### config.mk
export PLATFORM = sky130hd
export DESIGN_NAME = score_display_flat
export DESIGN_NICKNAME = d
export VERILOG_FILES = /design/src/rtl/score_pkg.sv /design/src/rtl/score_display_if.sv /design/src/rtl/score_display_bin2bcd_iter.sv /design/src/rtl/score_display.sv /design/src/flat_wrapper.sv
export SDC_FILE = /design/constraint.sdc
export NUM_CORES = 1
export LEC_CHECK = 0
export ABC_AREA = 0
export BUFFER_PORTS_ARGS = -buffer_cell sky130_fd_sc_hd__clkbuf_2
export CAP_MARGIN = 25
export CORE_ASPECT_RATIO = 1.4
export CORE_MARGIN = 4
export CORE_UTILIZATION = 50
export DETAILED_ROUTE_END_ITERATION = 8
export PLACE_DENSITY = 0.78
export SLEW_MARGIN = 20
export SYNTH_ARGS = -nofsm -noshare
export SYNTH_HDL_FRONTEND = slang
export SYNTH_SLANG_ARGS = --single-unit
### constraint.sdc
create_clock -name clk -period 5.5 [get_ports clk]
set_input_delay 0.275 -clock clk [delete_from_list [all_inputs] [get_ports clk]]
set_output_delay 0.275 -clock clk [all_outputs]
set_load 0.005 [all_outputs]
### src/rtl/score_pkg.sv
// Shared constants for the score display: segment encodings, digit geometry,
// converter state type and the digit-to-segment decode.
package score_pkg;

  localparam int DIGITS = 4;
  localparam int BCD_W  = 16;
  localparam int CONV_W = 14;

  // Active-low segment patterns, bit order {g,f,e,d,c,b,a}
  localparam logic [6:0] SEG_0     = 7'h40;
  localparam logic [6:0] SEG_1     = 7'h79;
  localparam logic [6:0] SEG_2     = 7'h24;
  localparam logic [6:0] SEG_3     = 7'h30;
  localparam logic [6:0] SEG_4     = 7'h19;
  localparam logic [6:0] SEG_5     = 7'h12;
  localparam logic [6:0] SEG_6     = 7'h02;
  localparam logic [6:0] SEG_7     = 7'h78;
  localparam logic [6:0] SEG_8     = 7'h00;
  localparam logic [6:0] SEG_9     = 7'h10;
  localparam logic [6:0] SEG_BLANK = 7'h7F;

  typedef enum logic [1:0] {
    ST_IDLE  = 2'd0,
    ST_SHIFT = 2'd1,
    ST_DONE  = 2'd2
  } conv_state_t;

  function automatic logic [6:0] seg_decode(input logic [3:0] digit);
    logic [6:0] seg;
    case (digit)
      4'd0:    seg = SEG_0;
      4'd1:    seg = SEG_1;
      4'd2:    seg = SEG_2;
      4'd3:    seg = SEG_3;
      4'd4:    seg = SEG_4;
      4'd5:    seg = SEG_5;
      4'd6:    seg = SEG_6;
      4'd7:    seg = SEG_7;
      4'd8:    seg = SEG_8;
      4'd9:    seg = SEG_9;
      default: seg = SEG_BLANK;
    endcase
    return seg;
  endfunction

endpackage

### src/rtl/score_display_if.sv
// Score input and 7-segment pin bundle between the score counter side and the display.
interface score_display_if #(
  parameter int SCORE_W = 32
);
  logic [SCORE_W-1:0] score;
  logic [6:0]         seg;
  logic               dp;
  logic [3:0]         an;
  logic               overflow;

  modport master (output score, input seg, dp, an, overflow);
  modport slave  (input score, output seg, dp, an, overflow);
endinterface

### src/rtl/score_display_bin2bcd_iter.sv
// Iterative double-dabble: one shift per cycle, 14-bit binary in, 4 BCD nibbles out.
// state    | meaning
// ST_IDLE  | waiting for start, bcd holds last result
// ST_SHIFT | add-3 then shift, 14 cycles counted by cnt 13..0
// ST_DONE  | result stable on bcd, done high for this cycle
module bin2bcd_iter
  import score_pkg::*;
(
  input  logic              clk,
  input  logic              reset,
  input  logic              start,
  input  logic [CONV_W-1:0] bin,
  output logic              busy,
  output logic              done,
  output logic [BCD_W-1:0]  bcd
);

  conv_state_t       state;
  logic [CONV_W-1:0] bin_sr;
  logic [BCD_W-1:0]  acc;
  logic [BCD_W-1:0]  acc_adj;
  logic [3:0]        cnt;

  always_comb begin
    acc_adj = acc;
    for (int i = 0; i < DIGITS; i++) begin
      if (acc[4*i +: 4] >= 4'd5) acc_adj[4*i +: 4] = acc[4*i +: 4] + 4'd3;
    end
  end

  always_ff @(posedge clk) begin
    if (reset) begin
      state  <= ST_IDLE;
      bin_sr <= '0;
      acc    <= '0;
      cnt    <= '0;
      busy   <= 1'b0;
      done   <= 1'b0;
    end else begin
      case (state)
        ST_IDLE: begin
          if (start) begin
            bin_sr <= bin;
            acc    <= '0;
            cnt    <= 4'(CONV_W - 1);
            busy   <= 1'b1;
            state  <= ST_SHIFT;
          end
        end
        ST_SHIFT: begin
          acc    <= {acc_adj[BCD_W-2:0], bin_sr[CONV_W-1]};
          bin_sr <= {bin_sr[CONV_W-2:0], 1'b0};
          cnt    <= cnt - 4'd1;
          if (cnt == 4'd0) begin
            done  <= 1'b1;
            state <= ST_DONE;
          end
        end
        ST_DONE: begin
          done  <= 1'b0;
          busy  <= 1'b0;
          state <= ST_IDLE;
        end
        default: begin
          done  <= 1'b0;
          busy  <= 1'b0;
          state <= ST_IDLE;
        end
      endcase
    end
  end

  assign bcd = acc;

endmodule

### src/rtl/score_display.sv
// Clamps the captured score to MAX_SHOWN, converts it to BCD and scans it onto a
// 4-digit multiplexed active-low 7-segment display with leading-zero blanking.
module score_display
  import score_pkg::*;
#(
  parameter int SCORE_W     = 32,
  parameter int MAX_SHOWN   = 9999,
  parameter int REFRESH_DIV = 100000
) (
  input logic            clk,
  input logic            reset,
  score_display_if.slave bus
);

  localparam int CNT_W = (REFRESH_DIV > 1) ? $clog2(REFRESH_DIV) : 1;

  logic [SCORE_W-1:0] score_q;
  logic [SCORE_W-1:0] src_q;
  logic               ovf_pend;
  logic [BCD_W-1:0]   bcd_q;
  logic               overflow;
  logic [CNT_W-1:0]   refresh_cnt;
  logic [1:0]         digit_idx;
  logic [6:0]         seg_r;
  logic [3:0]         an_r;

  logic               is_over;
  logic [CONV_W-1:0]  conv_in;
  logic               conv_start;
  logic               conv_busy;
  logic               conv_done;
  logic [BCD_W-1:0]   conv_bcd;

  logic [3:0]         cur_digit;
  logic [BCD_W-1:0]   upper_digits;
  logic [6:0]         seg_next;

  // Clamp decision is made at full width so large scores never alias into 14 bits
  assign is_over    = score_q > SCORE_W'(MAX_SHOWN);
  assign conv_in    = is_over ? CONV_W'(MAX_SHOWN) : score_q[CONV_W-1:0];
  assign conv_start = !conv_busy && (score_q != src_q);

  bin2bcd_iter u_conv (
    .clk   (clk),
    .reset (reset),
    .start (conv_start),
    .bin   (conv_in),
    .busy  (conv_busy),
    .done  (conv_done),
    .bcd   (conv_bcd)
  );

  always_ff @(posedge clk) begin
    if (reset) begin
      score_q  <= '0;
      src_q    <= '0;
      ovf_pend <= 1'b0;
      bcd_q    <= '0;
      overflow <= 1'b0;
    end else begin
      score_q <= bus.score;
      if (conv_start) begin
        src_q    <= score_q;
        ovf_pend <= is_over;
      end
      // Digits and overflow flag commit together so no partial value is ever scanned
      if (conv_done) begin
        bcd_q    <= conv_bcd;
        overflow <= ovf_pend;
      end
    end
  end

  assign cur_digit    = bcd_q[{digit_idx, 2'b00} +: 4];
  assign upper_digits = bcd_q >> {digit_idx, 2'b00};

  always_comb begin
    seg_next = seg_decode(cur_digit);
    if (digit_idx != 2'd0 && upper_digits == '0) seg_next = SEG_BLANK;
  end

  always_ff @(posedge clk) begin
    if (reset) begin
      refresh_cnt <= '0;
      digit_idx   <= 2'd0;
      an_r        <= 4'b1110;
      seg_r       <= SEG_0;
    end else begin
      if (refresh_cnt == CNT_W'(REFRESH_DIV - 1)) begin
        refresh_cnt <= '0;
        digit_idx   <= digit_idx + 2'd1;
      end else begin
        refresh_cnt <= refresh_cnt + 1'b1;
      end
      an_r  <= ~(4'b0001 << digit_idx);
      seg_r <= seg_next;
    end
  end

  assign bus.seg      = seg_r;
  assign bus.an       = an_r;
  assign bus.dp       = 1'b1;
  assign bus.overflow = overflow;

endmodule

### src/flat_wrapper.sv
// flat-port wrapper written by rule: the top's interface ports become plain ports
module score_display_flat import score_pkg::*;
#(
  parameter int SCORE_W     = 32,
  parameter int MAX_SHOWN   = 9999,
  parameter int REFRESH_DIV = 100000
)
  (clk, reset, bus_score, bus_seg, bus_dp, bus_an, bus_overflow);
  score_display_if #(.SCORE_W(SCORE_W)) bus_i ();
  input logic clk;
  input logic reset;
  input wire logic [$bits(bus_i.score)-1:0] bus_score;
  output wire logic [$bits(bus_i.seg)-1:0] bus_seg;
  output wire logic [$bits(bus_i.dp)-1:0] bus_dp;
  output wire logic [$bits(bus_i.an)-1:0] bus_an;
  output wire logic [$bits(bus_i.overflow)-1:0] bus_overflow;
  assign bus_i.score = bus_score;
  assign bus_seg = bus_i.seg;
  assign bus_dp = bus_i.dp;
  assign bus_an = bus_i.an;
  assign bus_overflow = bus_i.overflow;
  score_display #(.SCORE_W(SCORE_W), .MAX_SHOWN(MAX_SHOWN), .REFRESH_DIV(REFRESH_DIV)) u_core (.clk(clk), .reset(reset), .bus(bus_i));
endmodule
==> results of run 1 <==
## state kept, by name, summed over array words and instances (netlist names)
register,flops
u_core.refresh_cnt,17
u_core.bcd_q,16
u_core.u_conv.cnt,4
u_core.u_conv.done,1
u_core.u_conv.bcd,16
u_core.src_q,32
u_core.u_conv.bin_sr,14
u_core.ovf_pend,1
u_core.digit_idx,2
u_core.u_conv.state,2
u_core.bus.seg,7
u_core.score_q,32
u_core.u_conv.busy,1
u_core.bus.overflow,1
u_core.bus.an,4
## cells by family (layout without fill, tap and decap cells)
| group | count (synthesis) | count (layout) |
|---|---|---|
| compound gates | 99 | 99 |
| xor+xnor | 55 | 55 |
| fa+ha+maj | 18 | 18 |
| buf+inv | 62 | 104 |
| flops | 150 | 150 |
| mux | 54 | 54 |
| other cells | 1 | 1 |
| simple gates | 272 | 272 |
## worst max-delay path by stage
stage	cells past startpoint	slack, ns	from	endpoint
after floorplan	8	3.22	u_core.digit_idx[0]$_SDFFE_PP0P_	u_core.bus.seg[1]$_SDFF_PP0_
after global placement	7	2.94	u_core.score_q[11]$_SDFF_PP0_	u_core.u_conv.bin_sr[11]$_SDFFE_PP0P_
after detailed placement	7	2.83	u_core.score_q[11]$_SDFF_PP0_	u_core.u_conv.bin_sr[2]$_SDFFE_PP0P_
after CTS	7	2.77	u_core.score_q[11]$_SDFF_PP0_	u_core.u_conv.bin_sr[5]$_SDFFE_PP0P_
after global routing	7	2.50	u_core.score_q[11]$_SDFF_PP0_	u_core.u_conv.bin_sr[5]$_SDFFE_PP0P_
final	7	2.73	u_core.score_q[8]$_SDFF_PP0_	u_core.u_conv.bin_sr[5]$_SDFFE_PP0P_
## worst max-delay path, delay by kind of cell, from the launching register on
family | cells | cell delay, ns
XOR/XNOR | 1 | 0.31
AND/OR/NAND/NOR | 2 | 0.75
AO/OA/AOI/OAI | 3 | 0.78
buffers and inverters | 1 | 0.40
flip-flops | 1 | 0.35
## per-layer routing
metal / up-vias / wire (um) / GRT usage [%]
met2: 130 / 7194 / 35.01
met5: - / 0 / 0
met3: 40 / 489 / 3.844
li1: 2506 / - / -
met1: 2382 / 5403 / 19.86
met4: 0 / 562 / 11.34
## power by group
group	internal (uW)	total (uW)	switching, uW	leakage (uW)
combinational	241	585	344	0.00137
clock	736	1180	440	0.000281
sequential	1190	1290	105	0.00123
## area by class of cell
class / count / share of cell area [%]
repair buffers: 52 / 3.793
multi-input cells: 499 / 43.69
clock inverters: 11 / 2.032
clock buffers: 20 / 6.181
inverters: 21 / 1.067
flip-flops and latches: 150 / 40.64
well taps: 153 / 2.591
## synth_stat cells, drive strengths merged (18+ instances only)
| master | instances | area [um2] |
|---|---|---|
| dfxtp | 150 | 3003 |
| nor2 | 106 | 397.9 |
| mux2i | 50 | 500.5 |
| nand3 | 47 | 235.2 |
| a21oi | 42 | 210.2 |
| xnor2 | 41 | 359.1 |
| nand2 | 37 | 138.9 |
| nor2b | 33 | 206.5 |
| clkbuf | 31 | 116.4 |
| inv | 20 | 75.07 |
| ha | 18 | 225.2 |
## cells in the final DEF (no fill, tap or decap), drive strengths merged, types with 2 or more instances in the layout
cell	n
ha	18
nand2b	5
dfxtp	150
o21a	3
nand3	47
nor4	11
and3	5
nor3	7
buf	8
o21ai	14
a22oi	4
mux2i	50
clkbuf	64
clkinvlp	5
a41oi	4
a21oi	42
a32oi	2
nand4	13
nand2	37
o211ai	8
a31oi	9
xor2	14
inv	21
bufinv	3
a211oi	3
or4b	2
and4	2
xnor2	41
nor2	106
mux4	4
a2111o	2
clkinv	3
nor2b	33
a22o	4
## per-stage QoR
stage	std cells	hold WS (ns)	total power, uW	setup WS, ns
floorplan	711	0.4032	1748	3.216
global placement	874	0.4384	1860	2.942
detailed placement	874	0.4467	1888	2.829
CTS	905	0.05908	3066	2.771
global route	906	0.06325	3193	2.502
finish	906	0.06947	3053	2.729
==> results_tabular.tex, run 1 <==
\begin{tabular}{lr}
\hline
Metric & Value \\
\hline
\multicolumn{2}{l}{\textbf{Outcome}} \\
Outcome & finished clean \\
\multicolumn{2}{l}{\textbf{Critical path}} \\
Category of the most critical setup path & reg -> reg \\
Data arrival time of the critical path & 3.03 ns \\
Slowest cell on the critical path & sky130\_fd\_sc\_hd\_\_nor4\_1 \\
Kind of end point of the critical path & flop \\
Crit path launch type & flop \\
Flop2flop setup slack & 2.73 ns \\
Critical path data required time & 5.76 ns \\
CP peak stage delay & 0.60 ns \\
Crit Path Max Fanout & 32 \\
Startpoint of the lowest-slack register-to-register path & u\_core.score\_q[8]\$\_SDFF\_PP0\_ \\
CP cell instances & xnor2\_1 -> nand4\_1 -> nor4\_1 -> a31oi\_4 -> buf\_4 -> a41oi\_1 -> a21oi\_1 \\
Reg-to-Reg End & u\_core.u\_conv.bin\_sr[5]\$\_SDFFE\_PP0P\_ \\
Depth of the most critical reg-to-reg path & 7 \\
\multicolumn{2}{l}{\textbf{Timing}} \\
Final Slew Violations & 0 \\
Setup total negative slack & 0 ns \\
Unrepaired setup endpoints after global routing & false \\
Max-slew headroom at the worst pin & 30.84\% \\
Upper clock frequency limit & 360.9 MHz \\
Fin crit period & 2.771 ns \\
Final setup violation count & 0 \\
Final hold vios & 0 \\
Post-route fraction of the period consumed by the critical path & 50.38\% \\
Worst Skew & 0.008081 ns \\
Actual transition at the worst max-transition pin & 1.036 ns \\
\multicolumn{2}{l}{\textbf{GRT}} \\
Total global-route track usage & 18.95\% \\
Number of antenna violations at the first check in global routing & 0 \\
Pin count of the biggest net entering global routing & 71 \\
Total overflow reported by the global router & 0 \\
Number of global-route vias before repair & 5,188 \\
Global-route wire length before repair & 23,270 um \\
\multicolumn{2}{l}{\textbf{Pwr}} \\
Areal power density over the cells & 413.2 nW/um2 \\
Leak & 0.002873 uW \\
Worst ir drop on vdd & 0.0002400 V \\
\multicolumn{2}{l}{\textbf{Detailed routing}} \\
First-pass iteration count of the detailed router & 4 \\
Detailed-route wire length & 13,650 um \\
Post-route DRC violation count & 0 \\
Antenna Nets Post-Route & 0 \\
DR vias & 5,058 \\
Via density & 5.583 \\
Routed length per placed instance & 15.07 um \\
DR iter-0 viols & 245 \\
\multicolumn{2}{l}{\textbf{Clock tree}} \\
CTS tree & yes \\
Largest buffer count on any clock path & 2 \\
Hold-fix buffers at CTS & 0 \\
Total clock buffers created by CTS & 17 \\
Post-CTS Setup Inserts & 0 \\
Post-CTS sizing & 0 \\
Clock sink count & 150 \\
Clk root buf & sky130\_fd\_sc\_hd\_\_clkbuf\_16 \\
Reg clk slew, reported paths & 0.06 ns \\
H-Tree Level Count & 4 \\
Clk Latency, worst-skew pair & 0.41 ns \\
\multicolumn{2}{l}{\textbf{Synth}} \\
Avg Synthesized Cell Area & 9.119 um2 \\
Adder-cell share of the synthesized area & 3.474\% \\
Area fraction in and, or, nand and nor cells after synthesis & 19.95\% \\
Mux cell area share after synthesis & 9.108\% \\
Dominant combinational cell family by area after synthesis & simple AND/OR/NAND/NOR gates \\
Gate count of the mapped netlist & 711 \\
Mapped Nets & 763 \\
Ys flop type & sky130\_fd\_sc\_hd\_\_dfxtp\_1 \\
Post-synthesis sequential area ratio & 46.31\% \\
Cell variety after synth & 45 \\
Ys Warns & 0 \\
Seq cells post-synth & 150 \\
EDFF count, synth & 0 \\
Mapped Area & 6484 um2 \\
XOR/XNOR share of the synthesized area & 7.430\% \\
Share of the synthesized area in compound gates (AO/OA/AOI/OAI) & 9.533\% \\
Fraction of registers with async set/reset & 0\% \\
\multicolumn{2}{l}{\textbf{Place}} \\
Total of buffers placed on input and output ports & 45 \\
Global placement routability congestion & 0.8976 \\
Area of placed instances & 6774 um2 \\
Post-DP HPWL & 9355 um \\
\multicolumn{2}{l}{\textbf{Floorplan}} \\
Ports & 47 \\
Row count & 49 \\
Initial Utilization & 50.84\% \\
Core ar. & 12,750 um2 \\
Die ar. & 14,880 um2 \\
Horiz. Die Dim & 104.2 um \\
Vertical die dimension & 142.7 um \\
\multicolumn{2}{l}{\textbf{Worst hold path}} \\
Launch point of the worst hold path & bus\_score[6] \\
Kind of path behind the tightest hold check & in -> reg \\
Capture endpoint of the worst hold path & u\_core.score\_q[6]\$\_SDFF\_PP0\_ \\
Number of cells on the worst hold path & 2 \\
\multicolumn{2}{l}{\textbf{Finish}} \\
Core Util, Final & 57.94\% \\
Post-route cell area & 7388 um2 \\
Area of combinational cells with multiple inputs & 3228 um2 \\
Fillcell total & 1,087 \\
FF+latch area & 3003 um2 \\
Area Growth Syn to Fin & 13.95\% \\
Number of nets in the finished design & 793 \\
Inserted Diodes & 0 \\
Fraction of layout instances using a drive strength above 1 & 11.95\% \\
\multicolumn{2}{l}{\textbf{Run}} \\
Max-capacitance violation count & 0 \\
\hline
\end{tabular}
Power figures use the tool's default switching activity.
==> run 2: changes to the inputs <==
--- a/config.mk
+++ b/config.mk
@@ -12,7 +12,7 @@
 export CORE_MARGIN = 4
 export CORE_UTILIZATION = 50
 export DETAILED_ROUTE_END_ITERATION = 8
-export PLACE_DENSITY = 0.78
+export PLACE_DENSITY = 0.81
 export SLEW_MARGIN = 20
 export SYNTH_ARGS = -nofsm -noshare
 export SYNTH_HDL_FRONTEND = slang
==> constraint.sdc (replaced) <==
create_clock -name clk -period 2.45 [get_ports clk]
set_input_delay 0.1225 -clock clk [delete_from_list [all_inputs] [get_ports clk]]
set_output_delay 0.1225 -clock clk [all_outputs]
set_load 0.005 [all_outputs]
==> results_tabular.tex, run 2 (synthesized netlist as in run 1, its figures left out) <==
\begin{tabular}{lr}
\hline
Metric & Value \\
\hline
\multicolumn{2}{l}{\textbf{Outcome}} \\
Outcome & finished clean \\
\multicolumn{2}{l}{\textbf{Timing}} \\
Max-slew headroom at the worst pin & 60.19\% (+29 points) \\
Setup total negative slack & 0 ns (unchanged) \\
Actual transition at the worst max-transition pin & 0.5917 ns (-0.4443 ns) \\
Final worst-path setup slack & 0.1917 ns (-2.538 ns) \\
Final hold vios & 0 (unchanged) \\
Unrepaired setup endpoints after global routing & false \\
Final Slew Violations & 0 (unchanged) \\
Worst Skew & 0.006416 ns (-0.001664 ns) \\
Fin crit period & 2.258 ns (-0.5123 ns) \\
Final setup violation count & 0 (unchanged) \\
Post-route fraction of the period consumed by the critical path & 92.18\% (+42 points) \\
Upper clock frequency limit & 442.8 MHz (+23\%) \\
\multicolumn{2}{l}{\textbf{Finish}} \\
Most frequent standard cell in the layout excluding fill and tap cells & sky130\_fd\_sc\_hd\_\_dfxtp\_1 \\
Number of nets in the finished design & 837 (+5.5\%) \\
Fraction of layout instances using a drive strength above 1 & 12.72\% (+0.77 points) \\
Area Growth Syn to Fin & 21.50\% \\
Leading registers by flop count & u\_core.score\_q x32, u\_core.src\_q x32, u\_core.refresh\_cnt x17 \\
Commonest cells after routing, fill and taps aside & sky130\_fd\_sc\_hd\_\_dfxtp\_1, sky130\_fd\_sc\_hd\_\_nor2\_1, sky130\_fd\_sc\_hd\_\_mux2i\_1 \\
\multicolumn{2}{l}{\textbf{Clock tree}} \\
Reg clk slew, reported paths & 0.06 ns (about the same) \\
Largest buffer count on any clock path & 2 (unchanged) \\
Clk root buf & sky130\_fd\_sc\_hd\_\_clkbuf\_16 \\
CTS tree & yes \\
Post-CTS sizing & 0 (unchanged) \\
H-Tree Level Count & 4 (unchanged) \\
Total clock buffers created by CTS & 17 (unchanged) \\
Clk Latency, worst-skew pair & 0.41 ns (about the same) \\
Clock sink count & 150 (unchanged) \\
Post-CTS Setup Inserts & 0 (unchanged) \\
\multicolumn{2}{l}{\textbf{Critical path}} \\
Buffers and inverters on the worst path & 1 (unchanged) \\
CP cell instances & or4b\_1 -> or4b\_1 -> nor4\_1 -> and3\_2 -> or2\_1 -> buf\_12 -> nor2\_1 \\
Data arrival time of the critical path & 2.56 ns (-0.47 ns) \\
Crit Path Max Fanout & 17 (-47\%) \\
Critical path data required time & 2.75 ns (-3.01 ns) \\
CP peak stage delay & 0.51 ns (-0.09 ns) \\
Crit path launch type & flop \\
Slowest cell on the critical path & sky130\_fd\_sc\_hd\_\_or4b\_1 \\
Most common cell on crit path & sky130\_fd\_sc\_hd\_\_or4b\_1 \\
Category of the most critical setup path & reg -> reg \\
Kind of end point of the critical path & flop \\
Kind of cell adding the most delay to the critical path & simple AND/OR/NAND/NOR gates \\
Flop2flop setup slack & 0.19 ns (-2.54 ns) \\
\multicolumn{2}{l}{\textbf{Detailed routing}} \\
Antenna Nets Post-Route & 0 (unchanged) \\
First-pass iteration count of the detailed router & 5 (+1) \\
DR vias & 5,203 (+2.9\%) \\
Routed length per placed instance & 15.19 um (+0.82\%) \\
Post-route DRC violation count & 0 (unchanged) \\
DR iter-0 viols & 298 (+22\%) \\
Via density & 5.488 (-1.7\%) \\
Detailed-route wire length & 14,400 um (+5.5\%) \\
\multicolumn{2}{l}{\textbf{Place}} \\
Worst setup slack after placement & 0.2317 ns (-2.598 ns) \\
Post-DP HPWL & 8871 um (-5.2\%) \\
Global placement routability congestion & 0.8434 (-6.0\%) \\
Total of buffers placed on input and output ports & 45 (unchanged) \\
\multicolumn{2}{l}{\textbf{Pwr}} \\
Areal power density over the cells & 909.7 nW/um2 (+120\%) \\
Leak & 0.003104 uW (+8.0\%) \\
Worst ir drop on vdd & 0.0005687 V (+140\%) \\
\multicolumn{2}{l}{\textbf{Floorplan}} \\
Ports & 47 (unchanged) \\
Row count & 49 (unchanged) \\
Core ar. & 12,750 um2 (unchanged) \\
Die ar. & 14,880 um2 (unchanged) \\
Initial Utilization & 50.84\% (unchanged) \\
Vertical die dimension & 142.7 um (unchanged) \\
Horiz. Die Dim & 104.2 um (unchanged) \\
\multicolumn{2}{l}{\textbf{GRT}} \\
Total global-route track usage & 20.37\% (+1.4 points) \\
Total overflow reported by the global router & 0 (unchanged) \\
Number of global-route vias before repair & 5,237 (+0.94\%) \\
Pin count of the biggest net entering global routing & 42 (-41\%) \\
Number of antenna violations at the first check in global routing & 1 (+1) \\
Global-route wire length before repair & 24,640 um (+5.9\%) \\
\multicolumn{2}{l}{\textbf{Worst hold path}} \\
Kind of path behind the tightest hold check & in -> reg \\
\multicolumn{2}{l}{\textbf{Run}} \\
Max-capacitance violation count & 0 (unchanged) \\
\hline
\end{tabular}
[run 2: cell types whose count changed in the layout (fill, tap and decap cells not counted), sizes merged]
cell,delta
buf,+12
dlygate4sd3,+32
clkbuf,-1
bufinv,+2
diode,+1
clkinvlp,-2
clkinv,-1
inv,-1
[run 2: where the power goes]
| part | switching [uW] | total [uW] | leakage, uW | internal [uW] |
|---|---|---|---|---|
| clock | 961 | 2800 | 0.000299 | 1840 |
| sequential | 183 | 2850 | 0.00123 | 2660 |
| combinational | 857 | 1520 | 0.00158 | 665 |
| total | 2000 | 7170 | 0.00310 | 5160 |
[run 2: area by class of cell]
class / count / area, um2
diodes: 1 / 2.502
clock buffers: 19 / 452.9
clock inverters: 9 / 177.7
fillers: 996 / 4875
inverters: 21 / 78.83
multi-input cells: 499 / 3231
flip-flops and latches: 150 / 3003
well taps: 153 / 191.4
repair buffers: 96 / 740.7
[run 2: path summary, 6_finish.rpt]
check | startpoint | to | cells after the start
worst max-delay path | u_core.refresh_cnt[12]$_SDFF_PP0_ | u_core.refresh_cnt[15]$_SDFF_PP0_ | 7
worst min-delay path | reset | u_core.src_q[24]$_SDFFE_PP0P_ | 2
worst max register to register | u_core.refresh_cnt[12]$_SDFF_PP0_ | u_core.refresh_cnt[15]$_SDFF_PP0_ | 7
worst min register to register | u_core.u_conv.bin_sr[13]$_SDFFE_PP0P_ | u_core.u_conv.bcd[0]$_SDFFE_PP0P_ | 2
[run 2: repair_timing]
item | 4_1_cts | 5_1_grt
hold endpoints to repair | 32 | 0
endpoints found under the setup margin | 0 | 0
hold buffers | 32 | 0
[run 2: metal layers]
metal,wire [um],part of all wire (%),up-vias,track usage [%]
met3,555,3.9,41,4.342
met2,7531,52,142,36.72
met1,5766,40,2434,22.13
li1,-,-,2586,-
met4,545,3.8,0,11.83
met5,0,0,-,0
[run 2: through the flow]
stage	instances	total power (uW)	cell area (um2)	hold WS, ns	util (%)
2_1_floorplan	711	3925	6484	0.2507	-
3_3_place_gp	887	4324	6924	0.3304	54.30
4_1_cts	947	7180	7875	0.07544	61.75
3_5_place_dp	887	4351	6924	0.3349	54.30
5_1_grt	948	7489	7878	0.09822	61.77
6_report	948	7166	7878	0.08684	61.77
==> run 3: changes to the inputs <==
--- a/config.mk
+++ b/config.mk
@@ -9,7 +9,6 @@
 export BUFFER_PORTS_ARGS = -buffer_cell sky130_fd_sc_hd__clkbuf_2
 export CAP_MARGIN = 25
 export CORE_ASPECT_RATIO = 1.4
-export CORE_MARGIN = 4
 export CORE_UTILIZATION = 50
 export DETAILED_ROUTE_END_ITERATION = 8
 export PLACE_DENSITY = 0.81
==> results_tabular.tex, run 3 (synthesized netlist as in run 1, its figures left out) <==
\begin{tabular}{lr}
\hline
Metric & Value \\
\hline
\multicolumn{2}{l}{\textbf{Worst hold path}} \\
Launch point of the worst hold path & reset \\
Kind of path behind the tightest hold check & in -> reg \\
Capture endpoint of the worst hold path & u\_core.bus.an[0]\$\_SDFF\_PP0\_ \\
Number of cells on the worst hold path & 2 (unchanged) \\
\multicolumn{2}{l}{\textbf{Finish}} \\
Inserted Diodes & 0 (-1) \\
FF+latch area & 3003 um2 (unchanged) \\
Leading registers by flop count & u\_core.score\_q x32, u\_core.src\_q x32, u\_core.refresh\_cnt x17 \\
Area of combinational cells with multiple inputs & 3231 um2 (unchanged) \\
Commonest cells after routing, fill and taps aside & sky130\_fd\_sc\_hd\_\_dfxtp\_1, sky130\_fd\_sc\_hd\_\_nor2\_1, sky130\_fd\_sc\_hd\_\_mux2i\_1 \\
Number of nets in the finished design & 835 (-0.24\%) \\
Most frequent standard cell in the layout excluding fill and tap cells & sky130\_fd\_sc\_hd\_\_dfxtp\_1 \\
Area Growth Syn to Fin & 21.81\% \\
Fraction of layout instances using a drive strength above 1 & 12.94\% (+0.22 points) \\
Post-route cell area & 7898 um2 (+0.25\%) \\
Fillcell total & 940 (-5.6\%) \\
\multicolumn{2}{l}{\textbf{Clock tree}} \\
Reg clk slew, reported paths & 0.06 ns (about the same) \\
Clock sink count & 150 (unchanged) \\
H-Tree Level Count & 4 (unchanged) \\
Total clock buffers created by CTS & 17 (unchanged) \\
Post-CTS Setup Inserts & 0 (unchanged) \\
CTS tree & yes \\
Clk root buf & sky130\_fd\_sc\_hd\_\_clkbuf\_16 \\
Largest buffer count on any clock path & 2 (unchanged) \\
Clk Latency, worst-skew pair & 0.42 ns (about the same) \\
Post-CTS sizing & 0 (unchanged) \\
\multicolumn{2}{l}{\textbf{Timing}} \\
Final Slew Violations & 0 (unchanged) \\
Fin crit period & 2.310 ns (+0.05209 ns) \\
Max-slew headroom at the worst pin & 59.33\% (-0.86 points) \\
Post-route fraction of the period consumed by the critical path & 94.30\% (+2.1 points) \\
Unrepaired setup endpoints after global routing & false \\
Worst Skew & 0.007416 ns (+0.0009995 ns) \\
Final hold vios & 0 (unchanged) \\
Final-layout worst hold slack & 0.1856 ns (+0.09880 ns) \\
Setup total negative slack & 0 ns (unchanged) \\
Actual transition at the worst max-transition pin & 0.6101 ns (+0.01842 ns) \\
Final setup violation count & 0 (unchanged) \\
Upper clock frequency limit & 432.8 MHz (-2.3\%) \\
\multicolumn{2}{l}{\textbf{GRT}} \\
Pin count of the biggest net entering global routing & 72 (+71\%) \\
Total overflow reported by the global router & 0 (unchanged) \\
Number of global-route vias before repair & 5,167 (-1.3\%) \\
Global-route wire length before repair & 23,180 um (-5.9\%) \\
Total global-route track usage & 21.91\% (+1.5 points) \\
Number of antenna violations at the first check in global routing & 0 (-1) \\
\multicolumn{2}{l}{\textbf{Critical path}} \\
Critical path data required time & 2.76 ns (about the same) \\
Crit path launch type & flop \\
Data arrival time of the critical path & 2.62 ns (+0.06 ns) \\
Crit Path Max Fanout & 17 (unchanged) \\
Reg-to-Reg End & u\_core.refresh\_cnt[9]\$\_SDFF\_PP0\_ \\
Category of the most critical setup path & reg -> reg \\
Startpoint of the lowest-slack register-to-register path & u\_core.refresh\_cnt[12]\$\_SDFF\_PP0\_ \\
Kind of end point of the critical path & flop \\
Flop2flop setup slack & 0.14 ns (-0.05 ns) \\
Depth of the most critical reg-to-reg path & 7 (unchanged) \\
\multicolumn{2}{l}{\textbf{Pwr}} \\
Worst ir drop on vdd & 0.0005952 V (+4.7\%) \\
Overall power after layout & 7167 uW (about the same) \\
Areal power density over the cells & 907.5 nW/um2 (-0.25\%) \\
Leak & 0.003114 uW (+0.33\%) \\
\multicolumn{2}{l}{\textbf{Floorplan}} \\
Vertical die dimension & 136.7 um (-4.2\%) \\
Row count & 48 (-2.0\%) \\
Initial Utilization & 51.90\% (+1.1 points) \\
Core ar. & 12,490 um2 (-2.0\%) \\
Ports & 47 (unchanged) \\
Die ar. & 13,430 um2 (-9.7\%) \\
Horiz. Die Dim & 98.24 um (-5.8\%) \\
\multicolumn{2}{l}{\textbf{Detailed routing}} \\
Post-route DRC violation count & 0 (unchanged) \\
Detailed-route wire length & 13,930 um (-3.3\%) \\
Routed length per placed instance & 14.72 um (-3.1\%) \\
Via density & 5.514 (+0.46\%) \\
First-pass iteration count of the detailed router & 6 (+1) \\
Antenna Nets Post-Route & 0 (unchanged) \\
DR vias & 5,216 (+0.25\%) \\
DR iter-0 viols & 226 (-24\%) \\
\multicolumn{2}{l}{\textbf{Place}} \\
Area of placed instances & 6930 um2 (about the same) \\
Post-DP HPWL & 8624 um (-2.8\%) \\
Total of buffers placed on input and output ports & 45 (unchanged) \\
Global placement routability congestion & 0.8476 (+0.50\%) \\
\multicolumn{2}{l}{\textbf{Outcome}} \\
Outcome & finished clean \\
\multicolumn{2}{l}{\textbf{Run}} \\
Max-capacitance violation count & 0 (unchanged) \\
\hline
\end{tabular}
run 3: per-stage QoR:
step                      setup slack (ns)  std cells  utilization (%)
final                               0.1396        946            63.22
after detailed placement            0.1812        882            55.48
after global placement              0.2578        882            55.48
after CTS                           0.1379        946            63.22
after global routing               0.06248        946            63.22
after floorplan                     0.1661        711                -
run 3: power breakdown:
| group | total [uW] | leakage [uW] | internal, uW | switching (uW) |
|---|---|---|---|---|
| sequential | 2840 | 0.00123 | 2660 | 179 |
| clock | 2800 | 0.000308 | 1770 | 1030 |
| combinational | 1520 | 0.00158 | 672 | 851 |
| total | 7170 | 0.00311 | 5110 | 2060 |
run 3: routing by layer:
metal	routed length [um]	GRT usage, %	up-vias
met3	497	4.903	35
met4	453	10.86	0
li1	-	-	2589
met5	0	0	-
met2	7526	42.21	145
met1	5449	22.06	2447
run 3: worst max-delay path: stages, from the launching register on:
cell	delay (ns)
sky130_fd_sc_hd__dfxtp_1	0.35
sky130_fd_sc_hd__or4b_1	0.54
sky130_fd_sc_hd__or4b_1	0.52
sky130_fd_sc_hd__nor4_1	0.18
sky130_fd_sc_hd__and3_2	0.25
sky130_fd_sc_hd__or2_1	0.15
sky130_fd_sc_hd__buf_12	0.15
sky130_fd_sc_hd__nor2_1	0.06
run 3: worst max path at each step:
stage	endpoint	start	slack, ns
2_1_floorplan	u_core.bus.seg[1]$_SDFF_PP0_	u_core.digit_idx[0]$_SDFFE_PP0P_	0.17
3_3_place_gp	u_core.refresh_cnt[12]$_SDFF_PP0_	u_core.refresh_cnt[12]$_SDFF_PP0_	0.26
3_5_place_dp	u_core.refresh_cnt[7]$_SDFF_PP0_	u_core.refresh_cnt[12]$_SDFF_PP0_	0.18
4_1_cts	u_core.refresh_cnt[9]$_SDFF_PP0_	u_core.refresh_cnt[12]$_SDFF_PP0_	0.14
5_1_grt	u_core.refresh_cnt[9]$_SDFF_PP0_	u_core.refresh_cnt[12]$_SDFF_PP0_	0.06
6_report	u_core.refresh_cnt[9]$_SDFF_PP0_	u_core.refresh_cnt[12]$_SDFF_PP0_	0.14
run 3: layout make-up:
| cell class | count | share of cell area, % |
|---|---|---|
| well taps | 150 | 2.376 |
| clock buffers | 19 | 5.735 |
| multi-input cells | 499 | 40.91 |
| inverters | 21 | 0.9981 |
| repair buffers | 94 | 9.506 |
| flip-flops and latches | 150 | 38.02 |
| clock inverters | 13 | 2.456 |
run 3: timing repair:
item | in CTS | in global routing
setup endpoints to repair | 0 | 0
hold buffers | 32 | 0
endpoints found under the hold margin | 32 | 0
